--- src/rtl/cpu_ctrl_fsm.sv ---
// Multi-cycle fetch/decode/execute sequencer for the tinylabcpu datapath.
// Drives the ALU operand stage and register-file strobes; halts on HALT or ALU timeout.
module cpu_ctrl_fsm #(
  parameter int PC_W    = 8,
  parameter int ALU_TMO = 15
) (
  input  logic            clk,
  input  logic            rst,
  input  logic            start,
  input  logic [15:0]     imem_q,
  input  logic            alu_done,
  input  logic            zero_flag,
  output logic            imem_rd,
  output logic [PC_W-1:0] pc,
  output logic            alu_en,
  output logic            alu_in_sel,
  output logic [1:0]      alu_op,
  output logic [7:0]      offset,
  output logic [2:0]      rd_addr,
  output logic [2:0]      rs_addr,
  output logic            rd_we,
  output logic            busy,
  output logic            halted,
  output logic            err_illegal,
  output logic            err_tmo,
  output logic [15:0]     retired
);

  typedef enum logic [2:0] {
    S_IDLE, S_FETCH, S_DECODE, S_EXEC, S_WAIT_ALU, S_WB, S_HALTED
  } state_t;

  typedef enum logic [4:0] {
    OP_NOP  = 5'd0, OP_HALT = 5'd1, OP_ADD = 5'd2, OP_ADDI = 5'd3,
    OP_SUB  = 5'd4, OP_SUBI = 5'd5, OP_AND = 5'd6, OP_OR   = 5'd7,
    OP_JMP  = 5'd8, OP_BZ   = 5'd9
  } opcode_t;

  state_t          r_state, w_state_nxt;
  logic [PC_W-1:0] r_pc, w_pc_nxt, w_pc_inc;
  logic [15:0]     r_ir, w_ir_nxt;
  logic [7:0]      r_cnt, w_cnt_nxt;
  logic [15:0]     r_retired;
  logic            r_err_illegal, r_err_tmo;
  logic            w_retire, w_set_ill, w_set_tmo;
  logic [4:0]      w_q_op, w_ir_op;

  assign w_q_op   = imem_q[15:11];
  assign w_ir_op  = r_ir[15:11];
  assign w_pc_inc = r_pc + PC_W'(1);

  // NOTE: every variable gets a default before the case so no path infers a latch.
  always_comb begin
    w_state_nxt = r_state;
    w_pc_nxt    = r_pc;
    w_ir_nxt    = r_ir;
    w_cnt_nxt   = r_cnt;
    w_retire    = 1'b0;
    w_set_ill   = 1'b0;
    w_set_tmo   = 1'b0;
    unique case (r_state)
      S_IDLE:   if (start) w_state_nxt = S_FETCH;
      S_FETCH:  w_state_nxt = S_DECODE;
      S_DECODE: begin
        w_ir_nxt = imem_q;
        case (w_q_op)
          OP_NOP: begin
            w_pc_nxt    = w_pc_inc;
            w_state_nxt = S_FETCH;
            w_retire    = 1'b1;
          end
          OP_HALT: begin
            w_state_nxt = S_HALTED;
            w_retire    = 1'b1;
          end
          OP_ADD, OP_ADDI, OP_SUB, OP_SUBI, OP_AND, OP_OR:
            w_state_nxt = S_EXEC;
          OP_JMP: begin
            w_pc_nxt    = imem_q[PC_W-1:0];
            w_state_nxt = S_FETCH;
            w_retire    = 1'b1;
          end
          OP_BZ: begin
            w_pc_nxt    = zero_flag ? PC_W'(imem_q[7:0]) : w_pc_inc;
            w_state_nxt = S_FETCH;
            w_retire    = 1'b1;
          end
          default: begin
            // Illegal opcodes behave as NOP but leave a sticky flag behind.
            w_set_ill   = 1'b1;
            w_pc_nxt    = w_pc_inc;
            w_state_nxt = S_FETCH;
            w_retire    = 1'b1;
          end
        endcase
      end
      S_EXEC: begin
        w_cnt_nxt   = '0;
        w_state_nxt = S_WAIT_ALU;
      end
      S_WAIT_ALU: begin
        if (alu_done) begin
          w_state_nxt = S_WB;
        end else if (r_cnt == 8'(ALU_TMO - 1)) begin
          w_set_tmo   = 1'b1;
          w_state_nxt = S_HALTED;
        end else begin
          w_cnt_nxt = r_cnt + 8'd1;
        end
      end
      S_WB: begin
        w_pc_nxt    = w_pc_inc;
        w_state_nxt = S_FETCH;
        w_retire    = 1'b1;
      end
      S_HALTED: w_state_nxt = S_HALTED;
      default:  w_state_nxt = S_IDLE;
    endcase
  end

  // NOTE: sequential state uses non-blocking assignments so all flops see pre-edge values.
  always_ff @(posedge clk or negedge rst) begin
    if (!rst) begin
      r_state       <= S_IDLE;
      r_pc          <= '0;
      r_ir          <= '0;
      r_cnt         <= '0;
      r_retired     <= '0;
      r_err_illegal <= 1'b0;
      r_err_tmo     <= 1'b0;
    end else begin
      r_state <= w_state_nxt;
      r_pc    <= w_pc_nxt;
      r_ir    <= w_ir_nxt;
      r_cnt   <= w_cnt_nxt;
      if (w_set_ill) r_err_illegal <= 1'b1;
      if (w_set_tmo) r_err_tmo     <= 1'b1;
      if (w_retire && (r_retired != 16'hFFFF)) r_retired <= r_retired + 16'd1;
    end
  end

  // Operand fields decode straight from ir, so they hold from EXEC until the next DECODE.
  always_comb begin
    alu_op     = 2'd0;
    alu_in_sel = 1'b0;
    case (w_ir_op)
      OP_ADD:  begin alu_op = 2'd0; alu_in_sel = 1'b1; end
      OP_ADDI: alu_op = 2'd0;
      OP_SUB:  begin alu_op = 2'd1; alu_in_sel = 1'b1; end
      OP_SUBI: alu_op = 2'd1;
      OP_AND:  begin alu_op = 2'd2; alu_in_sel = 1'b1; end
      OP_OR:   begin alu_op = 2'd3; alu_in_sel = 1'b1; end
      default: begin alu_op = 2'd0; alu_in_sel = 1'b0; end
    endcase
  end

  assign offset      = r_ir[7:0];
  assign rd_addr     = r_ir[10:8];
  assign rs_addr     = r_ir[7:5];
  assign imem_rd     = (r_state == S_FETCH);
  assign alu_en      = (r_state == S_EXEC);
  assign rd_we       = (r_state == S_WB);
  assign halted      = (r_state == S_HALTED);
  assign busy        = (r_state != S_IDLE) && (r_state != S_HALTED);
  assign pc          = r_pc;
  assign retired     = r_retired;
  assign err_illegal = r_err_illegal;
  assign err_tmo     = r_err_tmo;

endmodule

--- config.mk ---
export PLATFORM = sky130hd
export DESIGN_NAME = cpu_ctrl_fsm
export DESIGN_NICKNAME = d
export VERILOG_FILES = /design/src/rtl/cpu_ctrl_fsm.sv
export SDC_FILE = /design/constraint.sdc
export NUM_CORES = 1
export LEC_CHECK = 0
export ABC_AREA = 0
export CORE_MARGIN = 8
export CORE_UTILIZATION = 53
export DETAILED_ROUTE_END_ITERATION = 8
export GPL_TIMING_DRIVEN = 1
export PLACE_DENSITY = 0.89
export SLEW_MARGIN = 20
export SYNTH_ARGS = -nofsm -noshare
export SYNTH_HDL_FRONTEND = slang
export SYNTH_SLANG_ARGS = --single-unit
--- constraint.sdc ---
create_clock -name clk -period 3.8 [get_ports clk]
set_input_delay 0.38 -clock clk [delete_from_list [all_inputs] [get_ports clk]]
set_output_delay 0.38 -clock clk [all_outputs]
set_load 0.01 [all_outputs]
### Word level (Yosys, flattened, before mapping)

Index checks and enable logic that the tools add are counted.
W data, S select, Z words.

* word-level logic and storage cells: 73
* register bits after elaboration: 53

* eq/ne operators: 28
* $add $sub $neg: 3
* reduce and logical (&&, ||, !) cells: 15
* multiplexer cells: 20

Operators with widths (count)
* $eq A5 B3 Y1 const B: 8
* $pmux W8 S2: 2
* $mux W8: 3
* $pmux W8 S3: 1
* $pmux W3 S7: 1
* $add A16 B1 Y16 const B: 1
* $add A8 B1 Y8 const B: 2
* $ne A16 B16 Y1 const B: 1
* $eq A5 B2 Y1 const B: 3
* $eq A5 B4 Y1 const B: 2
* $reduce_or A10 Y1: 1
* $eq A3 B3 Y1 const B: 3
* $mux W3: 3
* $eq A8 B4 Y1 const B: 1
* $ne A2 B2 Y1 const B: 4
* $mux W1: 7
* $reduce_or A7 Y1: 1
* $eq A3 B2 Y1 const B: 2
* $ne A3 B3 Y1 const B: 2
* $pmux W2 S3: 1
* $pmux W3 S2: 1
* $reduce_or A6 Y1: 1
* $eq A5 B1 Y1 const B: 1
* $logic_not A5 Y1: 1
* 10 further kinds: 13

### Logic depth before layout (Yosys ltp)

Gate-level depths: netlist (run 1).

* depth in word-level cells: 5
* gate-level depth with buffers: 7

### Worst setup path before layout (run 1)

No wires, ideal clock.

* kind: reg2reg
* start: reg r_retired[6], in the netlist retired[6]
* end: reg r_retired[1], in the netlist retired[1]
* arrival time: 1709 ps
* required time: 3675 ps
* stages on the path, launching flop included: 7
* path slack: 1966 ps
* path buffers: 1
* period minus slack after synthesis: 1834 ps
* library setup time: 125 ps
* cells stage by stage: dfrtp_1 > nand4_2 > or3_4 > or2_0 > buf_6 > nand2_4 > mux2_4

* cells in the longest elaborated chain, start to end: 2

Ends and longest elaborated chain
* start, declared: line 43 `logic [15:0] r_retired;`
* start signal, assigned: line 138 `if (w_retire && (r_retired != 16'hFFFF)) r_retired <= r_retired + 16'd1;`
* $ne A16 B16 Y1: line 138
* $logic_and A1 B1 Y1: line 138

Every way passes these cells.
A chain may end at the register's enable or synchronous reset.

### Worst setup path in the final report (run 1)

* start: reg r_state[1]
* end: out alu_en

* cells in the longest elaborated chain, start to end: 1

Ends and longest elaborated chain
* start, declared: line 39 `state_t r_state, w_state_nxt;`
* start signal, assigned: line 132 `r_state <= w_state_nxt;`
* $eq A3 B2 Y1: line 161 `assign alu_en = (r_state == S_EXEC);`
* end, declared: line 15 `output logic alu_en,`

Every way passes these cells.

==> results.md, run 1 <==
- The clock network fraction of total power is 14.0%.
- Relative to the synthesized area, the layout overhead comes to 26.0%.
- The cts-stage hold buffer count is 0.
- The final count of hold timing violations is 0.
- The longest clock path from root to sink contains 2 buffers.
- The source of the critical timing path is r_state[1].
- The core region area is 5070 um^2.
- The largest vdd supply drop is 0.396 mV.
- The clock arrives with 0.00947 ns of skew.
- In the routed design, unresolved DRC markers number 0.
- The number of H-tree branching levels is 2.
- In this run the cell area measured after placement is 3390 um^2.
- The die extent in y is 88.2 um.
- TritonCTS built the clock tree.
- The total leakage power is 1.51 nW.
- The global-route wire length before repair is 9.51 mm.
- The final global-route overflow total is 0.
- Summing the areas of all fa, ha and maj instances in the mapped netlist gives 1.81% of the synthesized area.
- Data on the critical path is required at its endpoint by 3.42 ns.
- The startpoint-to-endpoint class of the critical path is reg2out.
- Buffers inserted during clock tree synthesis total 5.
- Summed over all layers, the routed wires come to 5.95 mm.
- The via count of the first global-routing pass is 2,000.
- The detailed-route via count is 2,097.
- The switching power total is 0.855 mW.
- Setup violations remaining at the end of the flow were counted as 0.
- The layout filler cell count is 403.
- Of the total power, combinational logic draws 45.7%.
- The flip-flop and latch count after synthesis is 53.
- After clock tree synthesis, the setup repair step added 0 buffers.
- Power spread over the standard cell area amounts to 680 nW/um^2.
- The final critical-path share of the clock period is 61.5%.
- The worst pin sits at a relative slew slack of 54.0%.
- The type of origin of the critical path is a register.
- Setup repair after global routing left no endpoint under its margin.
- The post-route setup TNS is 0 ns.
- In this run the worst setup path terminates at alu_en.
- During placement, the flow inserted port buffers numbering 68.
- The gate count of the mapped netlist is 263.
- Summing all multi-input logic gate instances after layout gives 1260 um^2.
- Global routing used 15.7% of the available tracks.
- The dominant combinational cell family by area after synthesis is simple AND/OR/NAND/NOR gates.
- Clock-pin slew was measured on the worst setup and hold paths at 0.10 ns.
- Clock tree synthesis selected as its root buffer the cell sky130_fd_sc_hd__clkbuf_8.
- The end-of-flow core utilization is 68.7%.
- The share of synthesized area occupied by flip-flops and latches is 47.9%.
- The slack of the worst reg-to-reg path is 1.67 ns.
- The proportion of layout cells with a drive suffix above 1 is 11.3%.
- At the end of the flow, the number of nets in the layout was 342.
- The number of DRC markers after the initial detailed-route iteration is 123.
- The detailed-routing iteration count for the pre-antenna-repair pass is 4.
- The number of ports placed on the die boundary is 69.
- The routed via count divided by cell count is 5.40.
- Per report_power, the sequential group accounts for 40.3% of the total.
- The area share of and/or/nand/nor cells after synthesis is 20.3%.
- Counting cells, the worst reg-to-reg path comes to 4.
- The capturing element type of the critical path is an output pin.
- Yosys printed 0 warnings.
- Among all flip-flop cells after synthesis, the most frequent one is sky130_fd_sc_hd__dfrtp_1.
- Net switching is 36.1% of the power.
- The number of flops mapped to enable cells by yosys is 0.
- The max-cap check violation count is 0.
- In this run the worst hold path is classified as in2async.
- Cell internal power was estimated by the tool at 1.52 mW.
- Counting distinct cell types in the post-synthesis netlist gives 50.
- 0 antenna diodes ended up in the layout.
- Subtracting the final worst setup slack from the clock period gives 2.34 ns.
- A synthesized cell averages 10.5 um^2.
- The initial cell density of the core is 54.5%.
- The share of async-settable or async-resettable flops after synthesis is 100%.
- Summing every instance area after synthesis gives 2770 um^2.
- At the pin with the least slew margin, the transition time is 0.690 ns.
- In this run the core area contains 26 standard-cell rows.
- The die is 88.2 um wide.
- The endpoint arrival time on the critical path is 1.96 ns.
- At the end of routability-driven placement, the weighted congestion stood at 0.782.
- The share of the synthesized area in compound gates (AO/OA/AOI/OAI) is 8.59%.
- Clock latency on the worst-skew pair, taken at its later pin, is 0.30 ns.
- The number of nets handed over by synthesis was 288.
- The multiplexer share of the synthesized area is 8.50%.
- The maximum number of pins on one net before global-route repair is 54.
- The area taken by flip-flops and latches is 1330 um^2.
- In this run the worst path has a maximum fanout of 13.
- Based on the critical path, the design can be clocked at up to 428 MHz.
- Once detailed placement completed, the half-perimeter wirelength came to 4.45 mm.
- Summing the areas of all xor and xnor instances in the mapped netlist gives 6.33% of the synthesized area.
- The routed wirelength normalized by instance count is 15.3 um.
- The flow ran to the end, and the final reports show no timing, DRC or antenna violations.
- After clock tree synthesis, the repair step resized 0 gates.
- The remaining number of nets flagged by the antenna check after routing is 0.
- The total power is 2.37 mW.
- The floorplan step defined a die boundary enclosing 7790 um^2.
- The clock net sink count is 53.
- The smallest hold slack is 0.177 ns.
- The worst flop-to-flop path startpoint is r_state[0].
- The end of the worst register-to-register path is pc[0].
- The initial antenna violation count is 0.
- The max-slew violation count is 0.
- With fillers left out, the area of the finished cells amounts to 3490 um^2.
area by class of cell:
| cell class | count | share of cell area, % |
|---|---|---|
| tap | 70 | 2.51 |
| sequential | 53 | 38.0 |
| inverter | 7 | 0.754 |
| clock buffer | 6 | 2.37 |
| clock inverter | 2 | 0.395 |
| timing repair buffer | 70 | 19.8 |
| multi-input combinational | 180 | 36.1 |
power groups by stage:
stage / sequential (mW) / combinational [mW] / clock (mW)
after floorplan: 0.922 / 0.723 / 0
after global placement: 0.947 / 1.06 / 0
after detailed placement: 0.962 / 1.09 / 0
after CTS: 0.952 / 1.10 / 0.341
after global routing: 0.990 / 1.18 / 0.367
final: 0.956 / 1.08 / 0.332
routing by layer:
| layer | global-route usage (%) | routed length, um | vias to the layer above |
|---|---|---|---|
| li1 | - | - | 1026 |
| met1 | 19.7 | 2640 | 1005 |
| met2 | 24.8 | 2790 | 61 |
| met3 | 4.74 | 448 | 5 |
| met4 | 6.45 | 68 | 0 |
| met5 | 0 | 0 | - |
worst min-delay path by stage:
stage	cells after the start	end	startpoint	slack, ns
2_1_floorplan	0	err_illegal	rst	0.08
3_3_place_gp	1	err_illegal	err_illegal	0.45
3_5_place_dp	1	err_tmo	err_tmo	0.46
4_1_cts	2	r_ir[6]	rst	0.20
5_1_grt	2	r_ir[9]	rst	0.23
6_report	2	r_ir[8]	rst	0.18
through the flow:
stage / setup WS [ns] / std cells
final: 1.46 / 388
after detailed placement: 1.63 / 380
after floorplan: 1.97 / 263
after global placement: 1.73 / 380
after global routing: 1.29 / 388
after CTS: 1.43 / 388
flip-flops by register name, summed over array words and instances (netlist names):
signal       cells
retired         16
err_tmo          1
r_state          3
r_cnt            8
r_ir            16
err_illegal      1
pc               8
cells in the final DEF (no fill, tap or decap), types with 2 or more instances in the layout:
master                            count
sky130_fd_sc_hd__inv_1                7
sky130_fd_sc_hd__buf_4                2
sky130_fd_sc_hd__xor2_1               5
sky130_fd_sc_hd__nand4_1              9
sky130_fd_sc_hd__mux2_2              16
sky130_fd_sc_hd__clkbuf_8             6
sky130_fd_sc_hd__and4_1               2
sky130_fd_sc_hd__clkdlybuf4s50_1     67
sky130_fd_sc_hd__nand3_1             17
sky130_fd_sc_hd__o31ai_1              2
sky130_fd_sc_hd__nand2_1             16
sky130_fd_sc_hd__nor2b_1              5
sky130_fd_sc_hd__a21oi_1             16
sky130_fd_sc_hd__nor3_1               3
sky130_fd_sc_hd__and3_1              10
sky130_fd_sc_hd__a211oi_1             2
sky130_fd_sc_hd__xnor2_1             15
sky130_fd_sc_hd__o22ai_1              2
sky130_fd_sc_hd__mux2i_1              4
sky130_fd_sc_hd__ha_1                 4
sky130_fd_sc_hd__nand2b_1             5
sky130_fd_sc_hd__nor2_1              12
sky130_fd_sc_hd__o21ai_0             10
sky130_fd_sc_hd__dfrtp_1             53
kinds of logic (layout without fill, tap and decap cells):
kind of cell	after synthesis	count (layout)
and+or+nand+nor	96	96
DFF	53	53
AOI/OAI and AO/OA	39	39
buffers and inverters	30	85
muxes	21	21
xor gates and xnor gates	20	20
adders and majority gates	4	4
synth_stat cells, drive strengths merged, types with 2 or more instances:
cell type  instances  share of area, %
dfrtp             53                48
buf               20               5.2
nand2             18               2.8
mux2              17               7.1
nand3             17               3.1
a21oi             16               2.9
xnor2             15               4.7
nor2              12               1.6
o21ai             11               2.4
and3              10               2.3
nand4             10               2.5
inv                7              0.95
nand2b             5               1.1
nor2b              5               1.1
xor2               5               1.6
ha                 4               1.8
mux2i              4               1.4
clkbuf             3              0.41
nor3               3              0.54
a211oi             2              0.54
and4               2              0.63
nor3b              2              0.72
nor4b              2              0.86
o22ai              2              0.45
o31ai              2              0.54
or3                2              0.63
worst max-delay path, cell delays in order, from the launching register on:
cell and delay (ns):
sky130_fd_sc_hd__dfrtp_1 0.55, sky130_fd_sc_hd__nor2b_1 0.20, sky130_fd_sc_hd__nand2_1 0.13, sky130_fd_sc_hd__inv_1 0.20, sky130_fd_sc_hd__clkdlybuf4s50_1 0.57
Note: power is estimated with default switching activity, not from simulation.
==> inputs of run 2 (changes only) <==
Settings changed: CORE_UTILIZATION 53 to 44, PLACE_DENSITY 0.89 to 0.8.
Clock period 3.8 ns to 1.9 ns, I/O delays scaled along.
==> results.md, run 2 (synthesis results as in run 1) <==
- The run finished with clean final reports.
- In the final layout, the multi-input gates occupy 1270 um^2.
- Data on the critical path is required at its endpoint by 1.71 ns.
- CTS placed an instance of sky130_fd_sc_hd__clkbuf_8 at the clock tree root.
- The placed cell count is 405.
- The initial antenna violation count is 0.
- The classification of the worst-slack hold path is in2async.
- After the flow finishes, the layout carries non-filler instances totaling 425.
- Summed over all layers, the routed wires come to 6.53 mm.
- Setup total negative slack on the finished layout was measured at 0 ns.
- The width of the die is 95.3 um.
- The startpoint-to-endpoint class of the critical path is reg2out.
- Summed over all layers, the global routing overflow is 0.
- The number of H-tree branching levels is 2.
- The final critical-path share of the clock period is 94.7%.
- The maximum number of pins on one net before global-route repair is 36.
- Based on the critical path, the design can be clocked at up to 556 MHz.
- Clock tree synthesis found a total of 53 sinks.
- In this run the count of I/O pins placed on the die edge is 69.
- The via count of the first global-routing pass is 2,246.
- The routability-driven placement congestion ratio is 0.827.
- Setup repair after global routing left no endpoint under its margin.
- IR analysis of the VDD net gives a maximum drop of 0.718 mV.
- The buffering stage count on the worst path with inverters included is 1.
- Counting along the longest clock path gives a buffer depth of 2.
- The layout filler cell count is 514.
- After legalization and detailed placement, the total HPWL measured 4.75 mm.
- The core region area is 6200 um^2.
- The area growth from synthesis to layout is 36.9%.
- The initial cell density of the core is 44.6%.
- After detailed routing, the number of remaining DRC violations is 0.
- Setup violations remaining at the end of the flow were counted as 0.
- The area taken by flip-flops and latches is 1330 um^2.
- The clock skew is 0.00813 ns.
- The smallest hold slack is 0.358 ns.
- The clock-pin slew of the registers on the worst-case setup and hold paths is 0.10 ns.
- The post-layout net count is 372.
- The slew at the pin closest to its max-slew limit is 0.456 ns.
- In this design, the stage delay of the slowest critical-path cell is 0.54 ns.
- The number of antenna cells inserted is 0.
- The most frequent standard cell in the layout excluding fill and tap cells is sky130_fd_sc_hd__clkdlybuf4s50_1.
- The global router's overall resource usage is 14.1%.
- The max-slew violation count is 0.
- Using the TritonRoute via totals, the vias-per-cell ratio works out to 5.18.
- Walking the worst path, the cells encountered are and3b_1, clkdlybuf4s50_1.
- The clock latency of the later-clocked register in the worst-skew pair is 0.31 ns.
- The post-route netlist has 20.7% of its cells at a drive strength greater than 1.
- The type of origin of the critical path is a register.
- In this run the worst path has a maximum fanout of 14.
- Once detail routing completed, the nets flagged for antenna violations numbered 0.
- The CTS tree is yes.
- The floorplan has 29 rows.
- The die covers 9080 um^2.
- The number of DRC markers after the initial detailed-route iteration is 93.
- Dividing the detail-routed wire length by the instance count gives 15.4 um.
- Headroom to the max-slew limit came out at 69.6%.
- The number of buffer cells added on primary ports is 68.
- In the layout the commonest cells are sky130_fd_sc_hd__clkdlybuf4s50_1 (62), sky130_fd_sc_hd__dfrtp_1 (50), sky130_fd_sc_hd__buf_4 (30), sky130_fd_sc_hd__nand3_1 (17).
- The capturing element type of the critical path is an output pin.
- The total leakage power is 1.74 nW.
- Broken down by cell family, the worst path's largest delay share belongs to buffers and inverters.
- The minimum period implied by the final worst setup slack is 1.80 ns.
- The pre-antenna-repair detailed-routing pass consisted of 4 iterations.
- The cell with the largest stage delay on the worst path is sky130_fd_sc_hd__clkdlybuf4s50_1.
- STA puts the critical path data arrival time at 1.61 ns.
- The number of buffers inserted during clock tree synthesis is 5.
- From bottom edge to top edge, the die measures 95.3 um.
- In this run the power density over the cells is 1370 nW/um^2.
- The detailed-route via count is 2,201.
- The final count of hold timing violations was 0.
- The global-route wire length before repair is 10.4 mm.
- Max-cap violations in this run came to 0.
[run 2: path summary, 6_finish.rpt]
| path | end | from | depth (start not counted) | slack (ns) |
|---|---|---|---|---|
| setup / recovery | halted | r_state[0] | 2 | 0.10 |
| min in group clk | err_tmo | err_tmo | 1 | 0.47 |
| hold / removal | r_ir[6] | rst | 2 | 0.36 |
| max in group asynchronous | r_state[1] | rst | 3 | 1.00 |
| setup reg to reg | r_cnt[3] | r_cnt[0] | 7 | 0.11 |
| hold reg to reg | err_tmo | err_tmo | 1 | 0.47 |
[run 2: per-layer routing]
layer / vias up / wire length, um / part of all wire (%) / global-route usage, %
met4: 0 / 31 / 0.47 / 2.99
met5: - / 0 / 0 / 0
met3: 5 / 510 / 7.8 / 4.33
met2: 48 / 3190 / 49 / 24.9
met1: 1069 / 2800 / 43 / 16.5
li1: 1079 / - / - / -
[run 2: layout make-up]
class                           instances  area share [%]
Tap cell                               77            2.54
Inverter                                7           0.694
Clock buffer                            6            2.18
Sequential cell                        53            35.1
Multi-Input combinational cell        180            33.6
Clock inverter                          2           0.991
Timing Repair Buffer                  100            24.8
[run 2: where the power goes]
part	internal, mW	leakage [nW]	total (mW)	switching, mW
clock network	0.429	0.0574	0.807	0.378
registers	1.50	0.655	1.87	0.372
logic	1.46	1.02	2.51	1.05
total	3.39	1.74	5.19	1.80
[run 2: repair_timing]
item                                   in CTS  in global routing
hold buffers                                1                  0
pin swaps                                   0                  4
setup buffers                               6                  5
resized for setup                           4                  8
setup endpoints to repair                   4                 10
endpoints found under the hold margin      18                  0
[run 2: per-stage QoR]
| stage | total power [mW] | setup slack [ns] | utilization (%) | area, um^2 |
|---|---|---|---|---|
| 6_report | 5.19 | 0.101 | 61.0 | 3790 |
| 5_1_grt | 5.53 | 0.000385 | 61.0 | 3790 |
| 3_5_place_dp | 4.29 | 0.00527 | 57.1 | 3550 |
| 3_3_place_gp | 4.20 | 0.0685 | 57.1 | 3550 |
| 2_1_floorplan | 3.29 | 0.0659 | - | 2770 |
| 4_1_cts | 5.19 | 0.00810 | 60.0 | 3720 |
